## src/rtl/x_dl_edge_stats.sv

```systemverilog
// Edge-position statistics for the 128-tap delay line: popcount of each
// registered tap word, with min/max/sum/avg accumulated over a 2^k window.
module x_dl_edge_stats #(
  parameter int TAPS     = 128,
  parameter int MAX_LOG2 = 15
) (
  input  logic            i_clk,
  input  logic            i_rst,
  input  logic [TAPS-1:0] i_dl,
  input  logic [31:0]     i_ctrl,
  output logic [31:0]     o_data,
  output logic            o_busy
);

  localparam int CW = $clog2(TAPS + 1);
  localparam int SW = CW + MAX_LOG2;
  localparam int KW = $clog2(MAX_LOG2 + 1);

  typedef enum logic [1:0] {
    IDLE  = 2'd0,
    FLUSH = 2'd1,
    RUN   = 2'd2,
    DONE  = 2'd3
  } state_e;

  function automatic logic [CW-1:0] popcount(input logic [TAPS-1:0] v);
    logic [CW-1:0] c;
    c = '0;
    for (int i = 0; i < TAPS; i++) begin
      c = c + CW'(v[i]);
    end
    return c;
  endfunction

  logic [TAPS-1:0] taps_q;
  logic [CW-1:0]   pop_q,   pop_d;
  logic            start_q;
  state_e          state_q, state_d;
  logic            flush_q, flush_d;
  logic [KW-1:0]   k_q,     k_d;
  logic [CW-1:0]   min_q,   min_d;
  logic [CW-1:0]   max_q,   max_d;
  logic [SW-1:0]   sum_q,   sum_d;
  logic [15:0]     count_q, count_d;
  logic [31:0]     data_q,  data_d;

  logic            start_p_s;
  logic            clear_s;
  logic [3:0]      k_raw_s;
  logic [KW-1:0]   k_sel_s;
  logic [16:0]     target_s;
  logic [16:0]     count_inc_s;
  logic [CW-1:0]   avg_s;
  logic            ctrl_unused_s;

  assign ctrl_unused_s = ^{i_ctrl[31:10], i_ctrl[3], i_ctrl[0]};

  // Control decode, window clamp and FSM next-state / accumulator update.
  always_comb begin
    start_p_s   = i_ctrl[1] & ~start_q;
    clear_s     = i_ctrl[2];
    k_raw_s     = i_ctrl[7:4];
    target_s    = 17'd1 << k_q;
    count_inc_s = {1'b0, count_q} + 17'd1;
    pop_d       = popcount(taps_q);

    if (32'(k_raw_s) > MAX_LOG2) begin
      k_sel_s = KW'(MAX_LOG2);
    end else begin
      k_sel_s = KW'(k_raw_s);
    end

    state_d = state_q;
    flush_d = flush_q;
    k_d     = k_q;
    min_d   = min_q;
    max_d   = max_q;
    sum_d   = sum_q;
    count_d = count_q;

    if (clear_s) begin
      state_d = IDLE;
      flush_d = 1'b0;
      min_d   = '0;
      max_d   = '0;
      sum_d   = '0;
      count_d = 16'd0;
    end else begin
      case (state_q)
        IDLE, DONE: begin
          if (start_p_s) begin
            state_d = FLUSH;
            flush_d = 1'b0;
            k_d     = k_sel_s;
            min_d   = '1;
            max_d   = '0;
            sum_d   = '0;
            count_d = 16'd0;
          end else begin
            state_d = state_q;
          end
        end
        // Two cycles let pop_q catch up with samples taken after the start edge.
        FLUSH: begin
          if (flush_q) begin
            state_d = RUN;
            flush_d = 1'b0;
          end else begin
            flush_d = 1'b1;
          end
        end
        RUN: begin
          sum_d   = sum_q + SW'(pop_q);
          count_d = count_inc_s[15:0];
          if (pop_q < min_q) begin
            min_d = pop_q;
          end else begin
            min_d = min_q;
          end
          if (pop_q > max_q) begin
            max_d = pop_q;
          end else begin
            max_d = max_q;
          end
          if (count_inc_s == target_s) begin
            state_d = DONE;
          end else begin
            state_d = RUN;
          end
        end
        default: begin
          state_d = IDLE;
        end
      endcase
    end
  end

  // Readback mux; the selected word is registered before leaving the block.
  always_comb begin
    avg_s = CW'(sum_q >> k_q);
    case (i_ctrl[9:8])
      2'd0:    data_d = {state_q, 6'd0, 8'(avg_s), 8'd0, 8'(pop_q)};
      2'd1:    data_d = {8'd0, 8'(min_q), 8'd0, 8'(max_q)};
      2'd2:    data_d = 32'(sum_q);
      2'd3:    data_d = 32'(count_q);
      default: data_d = 32'd0;
    endcase
  end

  // State, pipeline and readback registers with synchronous active-low reset.
  always_ff @(posedge i_clk) begin
    if (!i_rst) begin
      taps_q  <= '0;
      pop_q   <= '0;
      start_q <= 1'b0;
      state_q <= IDLE;
      flush_q <= 1'b0;
      k_q     <= '0;
      min_q   <= '0;
      max_q   <= '0;
      sum_q   <= '0;
      count_q <= 16'd0;
      data_q  <= 32'd0;
    end else begin
      taps_q  <= i_dl;
      pop_q   <= pop_d;
      start_q <= i_ctrl[1];
      state_q <= state_d;
      flush_q <= flush_d;
      k_q     <= k_d;
      min_q   <= min_d;
      max_q   <= max_d;
      sum_q   <= sum_d;
      count_q <= count_d;
      data_q  <= data_d;
    end
  end

  assign o_data = data_q;
  assign o_busy = (state_q == FLUSH) || (state_q == RUN);

endmodule

```

## config.mk

```make
export PLATFORM = sky130hd
export DESIGN_NAME = x_dl_edge_stats
export DESIGN_NICKNAME = d
export VERILOG_FILES = /design/src/rtl/x_dl_edge_stats.sv
export SDC_FILE = /design/constraint.sdc
export NUM_CORES = 1
export LEC_CHECK = 0
export CAP_MARGIN = 30
export CORE_MARGIN = 5
export CORE_UTILIZATION = 59
export CTS_CLUSTER_DIAMETER = 150
export CTS_CLUSTER_SIZE = 40
export DETAILED_ROUTE_END_ITERATION = 6
export PLACE_DENSITY = 0.93
export SETUP_SLACK_MARGIN = 0.4
export SLEW_MARGIN = 10
export SYNTH_ARGS = -nofsm -noshare
export SYNTH_HDL_FRONTEND = slang
export SYNTH_SLANG_ARGS = --single-unit
```

## constraint.sdc

```tcl
create_clock -name i_clk -period 21.9 [get_ports i_clk]
set_input_delay 3.285 -clock i_clk [delete_from_list [all_inputs] [get_ports i_clk]]
set_output_delay 3.285 -clock i_clk [all_outputs]
set_load 0.01 [all_outputs]
```

==> metrics.csv <==
stage;metric;value;unit
min_path;hold_path_end;o_data[23];
cells_and_area;fin_nets;1718;
clock_tree;cts_tree;built;
placement;pre_cts_ws;14.58;ns
timing;min_period_over_period;0.337;
grt;antenna_found_initial;1;
placement;io_buffers;164;
floorplan;coreArea;0.0212;mm2
clock_tree;hold_buffers;0;
timing;setup_ws;14.52;ns
placement;gp_congestion;0.897;
synth;yosys.area.top_type;dfxtp_1;
synth;synth_ff_type;dfxtp_1;
route;drt-initial-drc-count;530;
timing;max_freq;135;MHz
grt;grt_max_degree;95;
cells_and_area;syn2layout_area_growth;15.7;%
synth;synth_area_leaders;dfxtp_1, fa_1, and2_1, inv_1, ha_1;
timing;drv_slew;0;
setup_path;rrSetupSlack;14.52;ns
setup_path;cp-end-kind;register;
clock_tree;clock_path_buffers;3;
synth;yosysSeqAreaShare;0.353;
timing;hold_ws;0.527;ns
min_path;hp-start;min_q[7];
clock_tree;h-tree-depth;1;
grt;grt_first_pass_wirelength;47000;um
synth;synth_cell_types;70;
synth;ys_warn_count;0;
clock_tree;clock_latency;0.49;ns
setup_path;rr_worst_depth;24;
placement;hpwl;22300;um
setup_path;reg2reg_from;taps_q[35];
cells_and_area;nFillCells;1445;
clock_tree;postCtsSetupRepairBufs;0;
synth;yosysTopAreaCellShare;0.353;
route;ant_nets;0;
synth;syn_area_per_cell;10.1;um2
status;outcome;finished clean;
timing;clock_skew;0.0216;ns
clock_tree;ctsResizeCount;0;
synth;netlist_instances;1266;
cells_and_area;drive_above_1_share;0.0432;
route;drc;0;
setup_path;worstSetupPathType;register to register;
grt;grt_util_all_layers;0.237;
run;drv_cap;0;
synth;ys_ff_latch;225;
timing;worst_slew_pin_slew;0.952;ns
clock_tree;cts_buffers;9;
setup_path;rr_endpoint;pop_q[7];
timing;fin_tns_setup;0;ns
grt;grt_pass1_vias;9578;
timing;rsz0062_at_grt;no;
clock_tree;clock-sinks;225;
clock_tree;cts-root-buf;clkbuf_16;
floorplan;num_io_pins;195;
route;vias;9104;
timing;min_period;7.38;ns
grt;overflow;0;
floorplan;die_w;157;um
route;dr.pass1.iters;5;
setup_path;cp_data_required_time;22.27;ns
floorplan;start_util;0.603;
setup_path;cp_max_fo;2;
min_path;hold_class;register to register;
synth;ys_async_sr_fraction;0;
route;drt-vias-per-instance;5.47;
timing;hold_violations;0;
timing;setup_viol;0;
synth;synth-edff-count;0;
setup_path;cp.arrival;7.76;ns
route;wl;28700;um
synth;syn-cell-area;0.0127;mm2
floorplan;rows;53;
clock_tree;clk_pin_slew_worst_paths;0.14;ns
floorplan;fp.dieArea;0.0246;mm2
route;wl_per_cell;17.3;um
min_path;hold_depth;2;
setup_path;startpoint_type;register;
floorplan;die_y;157;um
cells_and_area;fin_util;0.697;
timing;slew-limit-headroom;0.365;
==> metal layers <==
| metal | GRT usage | vias to the layer above | routed length [um] |
|---|---|---|---|
| li1 | - | 4293 | - |
| met1 | 0.293 | 4437 | 11200 |
| met2 | 0.423 | 310 | 14800 |
| met3 | 0.0374 | 64 | 1810 |
| met4 | 0.0785 | 0 | 909 |
| met5 | 0 | - | 0 |
==> synth_stat cells (all sizes together) (10+ instances only) <==
cell type / n
clkbuf: 32
fa: 116
mux4: 18
nand4: 13
a21o: 10
o21ai: 24
nand2b: 13
mux2i: 28
nand3: 11
nor2: 61
and2: 144
and3: 10
xor2: 18
ha: 51
dfxtp: 225
nand2: 58
xnor2: 17
a21oi: 41
inv: 200
buf: 35
==> cells by family (layout without fill, tap and decap cells) <==
logic type               Yosys count  after routing  synth area share
AO/OA/AOI/OAI                    167            167            0.0906
XOR/XNOR                          35             35            0.0246
adder cells (fa/ha/maj)          167            167             0.232
buffers and inverters            267            384            0.0853
flip-flops                       225            225             0.353
multiplexers                      53             53            0.0600
other                              1              7          0.000294
AND/OR/NAND/NOR                  351            351             0.154
==> sequential cells by signal, indices dropped and copies added, names as in the netlist <==
register	cells
min_q	8
k_q	4
max_q	8
taps_q	128
sum_q	23
flush_q	1
state_q	2
pop_q	8
count_q	16
start_q	1
o_data	26
==> cell type report <==
type                    count  area (um2)  area share
diodes                      1        2.50    0.000170
clock buffers               9         225      0.0153
clock inverters             1        16.3     0.00110
inverters                 200         751      0.0509
multi-input cells         779        7180       0.487
flip-flops and latches    225        4500       0.305
well taps                 275         344      0.0233
repair buffers            174        1730       0.117
==> cells in the final DEF, fill, tap and decap left out, types with 19 or more instances in the layout <==
cell / count
dfxtp_1: 225
inv_1: 198
clkdlybuf4s50_1: 163
and2_1: 144
fa_1: 116
nor2_1: 59
nand2_1: 58
ha_1: 51
a21oi_1: 41
mux2i_1: 28
o21ai_0: 19
==> how the worst max path moves through the flow <==
stage                from  endpoint  slack, ns  depth (start not counted)
3_3_place_gp   taps_q[35]  pop_q[6]      14.74                         23
5_1_grt        taps_q[35]  pop_q[7]      14.21                         24
2_1_floorplan  taps_q[35]  pop_q[6]      14.99                         23
3_5_place_dp   taps_q[35]  pop_q[7]      14.58                         24
6_report       taps_q[35]  pop_q[7]      14.52                         24
4_1_cts        taps_q[35]  pop_q[6]      14.52                         23
==> critical path, cell delays in order, from the launching register on <==
cell      delay [ns]
dfxtp_1         0.34
inv_1           0.06
fa_1            0.57
inv_1           0.07
fa_1            0.41
fa_1            0.55
inv_1           0.06
fa_1            0.53
inv_1           0.07
fa_1            0.56
fa_1            0.45
fa_1            0.52
fa_1            0.55
inv_1           0.06
fa_1            0.50
fa_1            0.54
inv_1           0.07
ha_1            0.28
a21o_1          0.18
a21oi_1         0.22
o21bai_1        0.10
a21oi_1         0.23
nor2b_1         0.10
o211ai_1        0.17
nand2_1         0.07
==> per-stage QoR <==
step	instance area, um2	instances
after detailed placement	14500	1653
after CTS	14700	1663
after global routing	14700	1664
final	14700	1664
after global placement	14500	1652
after floorplan	12800	1271
Power is not shown: default switching activity piles up to over one toggle a cycle in this logic, so the estimate is an artifact.
